<file path="src/rtl/food_spawn_ctrl.sv">
// Food placement FSM: samples random cells until a legal, unoccupied one is found; 4 cycles best case,
// stalls indefinitely on occ_ack. Build with SPAWN_TIMEOUT_EN for fallback placement after 16 failures.
module food_spawn_ctrl #(
   parameter int unsigned X_MAX      = 38,
   parameter int unsigned Y_MAX      = 28,
   parameter int unsigned FALLBACK_X = 19,
   parameter int unsigned FALLBACK_Y = 14
) (
   input  logic       clk,
   input  logic       reset,
   input  logic       spawn_req,
   input  logic [5:0] rand_x,
   input  logic [4:0] rand_y,
   output logic       occ_query,
   output logic [5:0] occ_x,
   output logic [4:0] occ_y,
   input  logic       occ_ack,
   input  logic       occ_hit,
   output logic [5:0] food_x,
   output logic [4:0] food_y,
   output logic       food_valid,
   output logic       busy,
   output logic       spawn_done,
   output logic [3:0] attempts,
   output logic       spawn_fail
);

   typedef enum logic [1:0] {IDLE, SAMPLE, QUERY, DONE} state_t;

   localparam logic [5:0] X_LIM = 6'(X_MAX);
   localparam logic [4:0] Y_LIM = 5'(Y_MAX);
`ifdef SPAWN_TIMEOUT_EN
   localparam logic [5:0] FB_X  = 6'(FALLBACK_X);
   localparam logic [4:0] FB_Y  = 5'(FALLBACK_Y);
`endif

   state_t     state, state_nx;
   logic       occ_query_nx;
   logic [5:0] occ_x_nx, food_x_nx;
   logic [4:0] occ_y_nx, food_y_nx;
   logic       food_valid_nx, spawn_done_nx, spawn_fail_nx;
   logic [3:0] attempts_nx;
   logic       cand_ok, failure;

   assign cand_ok = (rand_x != 6'd0) && (rand_x <= X_LIM) &&
                    (rand_y != 5'd0) && (rand_y <= Y_LIM);
   assign busy    = (state != IDLE);

   always_comb begin
      state_nx      = state;
      occ_query_nx  = occ_query;
      occ_x_nx      = occ_x;
      occ_y_nx      = occ_y;
      food_x_nx     = food_x;
      food_y_nx     = food_y;
      food_valid_nx = food_valid;
      attempts_nx   = attempts;
      spawn_done_nx = 1'b0;
      spawn_fail_nx = 1'b0;
      failure       = 1'b0;

      case (state)
         IDLE: begin
            if (spawn_req) begin
               state_nx      = SAMPLE;
               food_valid_nx = 1'b0;
               attempts_nx   = 4'd0;
            end
         end
         SAMPLE: begin
            occ_x_nx = rand_x;
            occ_y_nx = rand_y;
            if (cand_ok) begin
               state_nx     = QUERY;
               occ_query_nx = 1'b1;
            end else begin
               failure = 1'b1;
            end
         end
         QUERY: begin
            if (occ_ack) begin
               occ_query_nx = 1'b0;
               if (occ_hit) begin
                  failure  = 1'b1;
                  state_nx = SAMPLE;
               end else begin
                  food_x_nx     = occ_x;
                  food_y_nx     = occ_y;
                  food_valid_nx = 1'b1;
                  spawn_done_nx = 1'b1;
                  state_nx      = DONE;
               end
            end
         end
         DONE: begin
            state_nx = IDLE;
         end
         default: state_nx = IDLE;
      endcase

      // Failures either bump the saturating count or, once it is full, force the fallback cell.
      if (failure) begin
`ifdef SPAWN_TIMEOUT_EN
         if (attempts == 4'd15) begin
            food_x_nx     = FB_X;
            food_y_nx     = FB_Y;
            food_valid_nx = 1'b1;
            spawn_done_nx = 1'b1;
            spawn_fail_nx = 1'b1;
            state_nx      = DONE;
         end else begin
            attempts_nx = attempts + 4'd1;
         end
`else
         if (attempts != 4'd15)
            attempts_nx = attempts + 4'd1;
`endif
      end
   end

   always_ff @(posedge clk) begin
      if (reset) begin
         state      <= IDLE;
         occ_query  <= 1'b0;
         occ_x      <= 6'd0;
         occ_y      <= 5'd0;
         food_x     <= 6'd0;
         food_y     <= 5'd0;
         food_valid <= 1'b0;
         attempts   <= 4'd0;
         spawn_done <= 1'b0;
         spawn_fail <= 1'b0;
      end else begin
         state      <= state_nx;
         occ_query  <= occ_query_nx;
         occ_x      <= occ_x_nx;
         occ_y      <= occ_y_nx;
         food_x     <= food_x_nx;
         food_y     <= food_y_nx;
         food_valid <= food_valid_nx;
         attempts   <= attempts_nx;
         spawn_done <= spawn_done_nx;
         spawn_fail <= spawn_fail_nx;
      end
   end

endmodule

</file>
<file path="config.mk">
export PLATFORM = sky130hd
export DESIGN_NAME = food_spawn_ctrl
export DESIGN_NICKNAME = d
export VERILOG_FILES = /design/src/rtl/food_spawn_ctrl.sv
export SDC_FILE = /design/constraint.sdc
export NUM_CORES = 1
export LEC_CHECK = 0
export CAP_MARGIN = 30
export CORE_AREA = 2 2 57 80
export DETAILED_ROUTE_END_ITERATION = 16
export DIE_AREA = 0 0 59 82
export PLACE_DENSITY = 0.72
export SLEW_MARGIN = 30
export SYNTH_ARGS = -nofsm -noshare
export SYNTH_HDL_FRONTEND = slang
export SYNTH_SLANG_ARGS = --single-unit
</file>
<file path="constraint.sdc">
create_clock -name clk -period 2 [get_ports clk]
set_clock_uncertainty 0.1 [all_clocks]
set_input_delay 0.4 -clock clk [delete_from_list [all_inputs] [get_ports clk]]
set_output_delay 0.4 -clock clk [all_outputs]
set_load 0.005 [all_outputs]
</file>
# Yosys cells after proc, flatten, opt, wreduce, memory -nomap -nowiden
# Cells that the tools add are included.
# word_totals
reg_bits	31
output_inout_bits	31
elab_cells	58
# op_classes
n_addsub	1
order_cmp	2
eq_ne	8
n_mux	21
bitwise	3
reduce_logical	14
# ops
cell	count
$mux 4	4
$mux 1	9
$reduce_and 3->1	3
$mux 2	4
$ne 2x2->1 const B	4
$pmux 2 s4	1
$le 6x6->1 const B	1
$pmux 1 s2	3
$reduce_bool 2->1	3
$reduce_bool 6->1	1
$le 5x5->1 const B	1
$reduce_bool 5->1	1
$add 4x1->4 const B	1
$eq 2x2->1 const B	2
$ne 4x4->1 const B	1
$reduce_and 4->1	1
$logic_and 1x1->1	3
$not 1->1	3
$reduce_or 3->1	1
$eq 2x1->1 const B	1
$logic_not 2->1	1

# Longest topological paths before layout
# Gate-level depths: netlist of run 1.
# depth
ltp_word	7
depth_mapped	7
depth_no_buf	7

# Worst setup path before layout of run 1
# No wires, ideal clock.
# synth_path
path_type	in2reg
startpoint	input port rand_y[1]
endpoint	register attempts[0]
setup_time_ns	0.123
t_arrival_ns	1.809
required_time_ns	1.777
slack_ns	-0.032
cell_stages	5
path_cell_list	or4_1 > o21a_1 > a31o_4 > o21ai_2 > mux2_1
# synth_between
elab_chain_cells	6
# synth_lines
element	line_no	source
start, declared	13	input logic [4:0] rand_y,
parallel branches: the longest is 2 deep, another holds $le 5x5->1	n/a	
$logic_and 1x1->1 (*)	46	(rand_y != 5'd0) && (rand_y <= Y_LIM);
$mux 1 (*)	73	if (cand_ok) begin
$pmux 1 s2 (*)	62	case (state)
$mux 4 (*)	102	if (failure) begin
end signal, assigned	141	attempts <= attempts_nx;
end, declared	24	output logic [3:0] attempts,
# Mark *: on every way between the ends.
# A chain may end at the register's enable or synchronous reset.

# Worst setup path in the final report of run 1
# Same ends and word-level chain as after synthesis.

==> results.json, run 1 <==
{
  "status": "finished clean",
  "ys_seq_area_share_pct": 44.4,
  "cts-buffers-inserted": 5,
  "drtPass1Iterations": 4,
  "avgSynthCellArea_sq_um": 8.68,
  "syn_area_sq_um": 1400,
  "rsz0062_at_grt": "false",
  "yosysUniqueCellTypes": 40,
  "crit_fanout": 5,
  "arrival_ns": 1.99,
  "gp_congestion": 0.857,
  "p_leak_uw": 0.000864,
  "antenna_found_initial": 0,
  "rr_startpoint": "state[0]$_SDFFE_PP0P_",
  "hp-class": "reg -> reg",
  "clkLatencyLatePin_ns": 0.28,
  "hold_viol_final": 0,
  "setup_viol_count_final": 0,
  "p_per_area_nw_per_um2": 1000,
  "grt_pass1_vias": 1350,
  "min_period_ns": 1.92,
  "grt_pass1_wl_um": 5980,
  "rrSetupSlack_ns": 0.13,
  "maxCapViolCount": 0,
  "dieArea_sq_um": 4840,
  "rows": 28,
  "ioPinCount": 47,
  "grt_start_max_net_pins": 17,
  "clock_path_buffers": 2,
  "critPathLaunchType": "primary input",
  "power_switching_uw": 700,
  "antennaDiodeCount": 0,
  "first_iter_violations": 28,
  "postRouteAntennaNets": 0,
  "placed_cell_area_sq_um": 2040,
  "syn_nets": 181,
  "cp-startpoint": "rand_y[1]",
  "fin_crit_sh_pct": 96.2,
  "post-dp-hpwl_um": 2820,
  "yosys_warnings": 0,
  "clock_power_share_pct": 22.7,
  "viasPerCell": 5.04,
  "worstRegToRegCells": 6,
  "area_delta_synth_final_pct": 54.2,
  "die-height_um": 82,
  "critPathCapture": "attempts[0]$_SDFF_PP0_",
  "fill_cells": 393,
  "core_area_sq_um": 4130,
  "top_usage_layer": "met2",
  "fmax_mhz": 520,
  "drive_above_1_share_pct": 20.4,
  "cts_tree": "built",
  "ys_ff_latch": 31,
  "post_drt_wl_per_cell_um": 13.4,
  "globalRouteOverflowTotal": 0,
  "track_usage_pct": 16.2,
  "netlist_instances": 161,
  "drt-total-wl_um": 3690,
  "swShare_pct": 32.4,
  "via_count": 1386,
  "drc": 0,
  "path_class": "in -> reg",
  "power_frac_seq_pct": 36.8,
  "grt.met3_usage_pct": 3.94,
  "layout.nets": 250,
  "cts.clk_slew.worst_paths_ns": 0.06,
  "timing.final.max_slew_violations": 0,
  "combPwrFrac_pct": 40.5,
  "grt_use_met1_pct": 17.9,
  "hold_buffers": 0,
  "p_total_uw": 2160,
  "initial_core_util_pct": 33.8,
  "reg2reg_to": "attempts[0]$_SDFF_PP0_",
  "die_w_um": 59,
  "h-tree-depth": 2,
  "clock-sinks": 31,
  "final_cell_count_no_fill": 275,
  "crit_path_end_kind": "flop",
  "intPower_uw": 1460,
  "dpl.cell_count": 266,
  "grt_use_met2_pct": 28.9,
  "cts-root-buf": "clkbuf_8",
  "ir_drop_mv": 0.674,
  "final_cell_area_sq_um": 2150,
  "io_buffers": 45,
  "required_ns": 2.07
}
through the flow:
step | hold WS (ns) | TNS (ns) | setup slack [ns] | utilization (%)
2_1_floorplan | 0.348 | -0.0128 | -0.0128 | -
3_3_place_gp | 0.344 | -2.47 | -0.477 | 49.4
3_5_place_dp | 0.346 | -2.60 | -0.501 | 49.4
4_1_cts | 0.354 | 0 | 0.000628 | 51.9
5_1_grt | 0.371 | 0 | 0.0158 | 52.1
6_report | 0.353 | 0 | 0.0763 | 52.1
logic make-up (layout without fill, tap and decap cells):
family	count (synthesis)	after routing	share of synthesized area, %
AOI/OAI and AO/OA	36	36	19.2
xor gates and xnor gates	1	1	0.627
adders and majority gates	4	4	3.58
buffers and inverters	14	83	4.03
DFF	31	31	44.4
muxes	13	13	9.40
other	1	1	0.268
and+or+nand+nor	61	61	18.4
cells in the final DEF (no fill, tap or decap), types with 2 or more instances in the layout:
| cell type | netlist | routed |
|---|---|---|
| inv_2 | 0 | 2 |
| a21oi_1 | 13 | 13 |
| o2111ai_1 | 2 | 2 |
| nor2_1 | 17 | 17 |
| dlygate4sd2_1 | 0 | 6 |
| clkdlybuf4s50_1 | 0 | 36 |
| a311o_1 | 2 | 2 |
| nand3_1 | 4 | 4 |
| a211oi_1 | 2 | 2 |
| o21ai_2 | 2 | 2 |
| ha_1 | 4 | 3 |
| o211ai_1 | 2 | 2 |
| clkbuf_2 | 0 | 2 |
| clkbuf_8 | 0 | 6 |
| inv_1 | 6 | 4 |
| mux2i_1 | 12 | 12 |
| buf_4 | 1 | 25 |
| nand2_1 | 32 | 31 |
| dfxtp_1 | 31 | 30 |
per-layer routing:
| metal | part of all wire [%] | wire length, um |
|---|---|---|
| met5 | 0 | 0 |
| met4 | 1.5 | 55 |
| met3 | 5.1 | 189 |
| met2 | 51 | 1900 |
| met1 | 42 | 1540 |
how the worst min path moves through the flow:
stage / start / to / slack, ns / cells after the start
2_1_floorplan: state[1]$_SDFFE_PP0P_ / state[1]$_SDFFE_PP0P_ / 0.35 / 1
3_3_place_gp: food_y[0]$_SDFFE_PP0P_ / food_y[0]$_SDFFE_PP0P_ / 0.34 / 2
3_5_place_dp: food_x[3]$_SDFFE_PP0P_ / food_x[3]$_SDFFE_PP0P_ / 0.35 / 2
4_1_cts: food_x[3]$_SDFFE_PP0P_ / food_x[3]$_SDFFE_PP0P_ / 0.35 / 2
5_1_grt: food_x[3]$_SDFFE_PP0P_ / food_x[3]$_SDFFE_PP0P_ / 0.37 / 2
6_report: food_x[3]$_SDFFE_PP0P_ / food_x[3]$_SDFFE_PP0P_ / 0.35 / 2
power groups by stage:
stage	Combinational, uW	Sequential (uW)	Clock [uW]
finish	874	795	489
global route	964	808	528
CTS	833	791	505
detailed placement	815	803	0
global placement	801	801	0
floorplan	445	795	0
flip-flops by register name, summed over array words and instances, names as in the netlist:
name / flops
occ_query: 1
occ_x: 6
food_valid: 1
food_y: 5
spawn_done: 1
state: 2
occ_y: 5
food_x: 6
attempts: 4
layout make-up:
type / instances / area (sq um) / share of cell area, %
clock buffer: 6 / 82.6 / 3.83
clock inverter: 1 / 5.00 / 0.232
inverter: 6 / 22.5 / 1.05
multi-input combinational: 116 / 746 / 34.6
sequential: 31 / 622 / 28.9
tap: 45 / 56.3 / 2.61
timing repair buffer: 70 / 621 / 28.8
critical path, cell delays in order:
cell and delay, ns:
clkdlybuf4s15_1 0.17, or4_1 0.48, o21a_1 0.25, a31o_4 0.25, o21ai_2 0.14, mux2_4 0.31
cell usage after synthesis (all sizes together):
master	n	area share, %
nand2	32	8.6
dfxtp	31	44
nor2	17	4.6
a21oi	13	4.7
mux2i	12	8.6
inv	6	1.6
buf	4	1.3
clkbuf	4	1.1
ha	4	3.6
nand3	4	1.4
o21ai	4	2.0
a211oi	2	1.1
a311o	2	1.4
o2111ai	2	1.3
o211ai	2	1.1
a21o	1	0.54
a221oi	1	0.63
a31o	1	1.3
a31oi	1	0.90
a41o	1	0.72
and2	1	0.45
and3	1	0.45
conb	1	0.27
mux2	1	0.81
nand2b	1	0.45
nor2b	1	0.45
nor4	1	0.45
o211a	1	0.72
o21a	1	0.54
o21bai	1	0.54
o31a	1	0.63
o32a	1	0.72
o41ai	1	0.63
or2	1	0.45
or3b	1	0.63
or4	1	0.54
xor2	1	0.63
timing repair:
action                                  4_1_cts  5_1_grt
gates resized for setup                      14        8
pin swaps                                     8        5
endpoints found under the setup margin        7        5
setup buffers                                 2        0
Note: power is estimated with default switching activity, not from simulation.
==> run 2: changes to the inputs <==
CORE_AREA = 2 2 53 75   (was 2 2 57 80)
CTS_CLUSTER_SIZE = 8   (was unset)
DIE_AREA = 0 0 55 77   (was 0 0 59 82)
PLACE_DENSITY = 0.8   (was 0.72)
==> run 2 against run 1 <==
  * Routed wire length down 3.1%
  * Combinational power down 1%
  * Clock power up 11%
  * Power up 1.7%
  * Non-clock buffer count down 8
  * Core utilization up 7.6 points
  * Global-route usage up 1.6 points
  * Count of clock-buffer cells in the layout up 2
  * Fmax down 0.78%
  * First-iteration DRC count down 46%
  * Critical path depth unchanged
==> results.json, run 2 (same netlist as run 1, synthesis figures left out) <==
{
  "globalRouteOverflowTotal": 0,
  "crit_path_end_kind": "flop",
  "hold_end": "state[1]$_SDFFE_PP0P_",
  "maxCapViolCount": 0,
  "cts.clk_slew.worst_paths_ns": 0.07,
  "power_frac_seq_pct": 36.1,
  "fill_cells": 307,
  "clock_power_share_pct": 24.7,
  "antennaDiodeCount": 0,
  "rrSetupSlack_ns": 0.21,
  "cts-root-buf": "clkbuf_8",
  "clock_path_buffers": 2,
  "grt_pass1_wl_um": 5540,
  "die-height_um": 77,
  "dpl.cell_count": 256,
  "drive_above_1_share_pct": 17.9,
  "crit_path_top_delay_cell": "or4_1",
  "h-tree-depth": 2,
  "grt_start_max_net_pins": 18,
  "area_delta_synth_final_pct": 53.0,
  "ir_drop_mv": 0.783,
  "intPower_uw": 1500,
  "die_w_um": 55,
  "hold_depth": 1,
  "hold_buffers": 0,
  "setup_viol_count_final": 0,
  "fin_crit_sh_pct": 96.9,
  "swShare_pct": 31.8,
  "drtPass1Iterations": 4,
  "status": "finished clean",
  "critPathMaxStageDelay_ns": 0.47,
  "path_class": "in -> reg",
  "mostFrequentLayoutCells": "clkdlybuf4s50_1, nand2_1, dfxtp_1",
  "cts-buffers-inserted": 5,
  "placed_cell_area_sq_um": 1990,
  "track_usage_pct": 17.8,
  "cts_tree": "built",
  "io_buffers": 45,
  "layout.nets": 242,
  "power_switching_uw": 698,
  "hold_start": "state[1]$_SDFFE_PP0P_",
  "required_ns": 2.07,
  "worstRegToRegCells": 6,
  "layout_commonest_cell": "clkdlybuf4s50_1",
  "gp_congestion": 0.848,
  "viasPerCell": 5.16,
  "min_period_ns": 1.94,
  "grt_pass1_vias": 1228,
  "hold_viol_final": 0,
  "p_leak_uw": 0.000849,
  "via_count": 1368,
  "combPwrFrac_pct": 39.2,
  "arrival_ns": 2.00,
  "crit_fanout": 5,
  "initial_core_util_pct": 39.1,
  "post_drt_wl_per_cell_um": 13.5,
  "reg_top3": "food_x (6), occ_x (6)",
  "p_per_area_nw_per_um2": 1030,
  "timing.final.max_slew_violations": 0,
  "rows": 26,
  "antenna_found_initial": 0,
  "critical_path.cell_chain": "clkdlybuf4s15_1, or4_1, o21a_2, a31o_4, o21ai_2, mux2_4",
  "core_area_sq_um": 3580,
  "fmax_mhz": 516,
  "postRouteAntennaNets": 0,
  "rsz0062_at_grt": "false",
  "clkLatencyLatePin_ns": 0.28,
  "dieArea_sq_um": 4240,
  "critPathLaunchType": "primary input",
  "first_iter_violations": 15,
  "final_cell_area_sq_um": 2140,
  "final_cell_count_no_fill": 265,
  "reg2reg_to": "attempts[0]$_SDFF_PP0_",
  "hp-class": "reg -> reg",
  "drt-total-wl_um": 3570,
  "rr_startpoint": "state[1]$_SDFFE_PP0P_",
  "ioPinCount": 47,
  "drc": 0,
  "clock-sinks": 31,
  "post-dp-hpwl_um": 2550
}
-- run 2: changes by cell type in the layout (fill, tap and decap cells not counted), sizes merged --
| cell | before | now |
|---|---|---|
| dlymetal6s2s | 0 | 2 |
| clkbuf | 8 | 10 |
| buf | 25 | 17 |
| clkinv | 1 | 0 |
| clkdlybuf4s50 | 36 | 39 |
| dlygate4sd2 | 6 | 1 |
-- run 2: worst max path at each step --
stage,start,slack [ns],depth (start not counted),to
6_report,rand_y[1],0.06,6,attempts[0]$_SDFF_PP0_
5_1_grt,rand_x[3],0.0009,7,state[0]$_SDFFE_PP0P_
4_1_cts,rand_y[1],0.02,6,attempts[0]$_SDFF_PP0_
3_5_place_dp,rand_y[1],-0.52,6,attempts[0]$_SDFF_PP0_
3_3_place_gp,rand_y[1],-0.50,6,attempts[0]$_SDFF_PP0_
2_1_floorplan,rand_y[1],-0.01,5,attempts[0]$_SDFF_PP0_
-- run 2: power groups by stage --
stage / clock, uW / combinational, uW / sequential, uW
4_1_cts: 549 / 812 / 788
6_report: 542 / 862 / 792
2_1_floorplan: 0 / 445 / 795
3_5_place_dp: 0 / 788 / 800
3_3_place_gp: 0 / 783 / 801
5_1_grt: 569 / 942 / 804
-- run 2: cell type report --
cell class | count | area (sq um) | area share, %
repair buffers | 62 | 576 | 26.9
flip-flops and latches | 31 | 622 | 29.1
multi-input cells | 116 | 766 | 35.8
well taps | 42 | 52.6 | 2.46
clock buffers | 8 | 100 | 4.68
inverters | 6 | 22.5 | 1.05
-- run 2: per-stage QoR --
| stage | total power, uW | TNS (ns) | setup slack (ns) | hold slack [ns] | util, % |
|---|---|---|---|---|---|
| 2_1_floorplan | 1240 | -0.0128 | -0.0128 | 0.348 | - |
| 3_5_place_dp | 1590 | -2.65 | -0.520 | 0.345 | 55.5 |
| 5_1_grt | 2310 | 0 | 0.000898 | 0.368 | 59.8 |
| 3_3_place_gp | 1580 | -2.53 | -0.497 | 0.344 | 55.5 |
| 6_report | 2200 | 0 | 0.0611 | 0.353 | 59.8 |
| 4_1_cts | 2150 | 0 | 0.0173 | 0.355 | 58.6 |
-- run 2: critical path, delay by kind of cell --
| kind | cells | cell delay, ns |
|---|---|---|
| AND/OR/NAND/NOR | 1 | 0.47 |
| multiplexers | 1 | 0.30 |
| AO/OA/AOI/OAI | 3 | 0.64 |
| buffers and inverters | 1 | 0.19 |
-- run 2: repair_timing --
item,4_1_cts,5_1_grt
hold endpoints to repair,0,0
setup endpoints to repair,7,6
buffers inserted,1,0
pin swaps,4,8
resized for setup,8,15
-- run 2: routing by layer --
| metal | global-route usage [%] | up-vias | share of wire [%] |
|---|---|---|---|
| met4 | 10.5 | 0 | 2.5 |
| li1 | - | 675 | - |
| met1 | 21.2 | 642 | 42 |
| met2 | 28.1 | 41 | 51 |
| met5 | 0 | - | 0 |
| met3 | 3.50 | 10 | 4.6 |
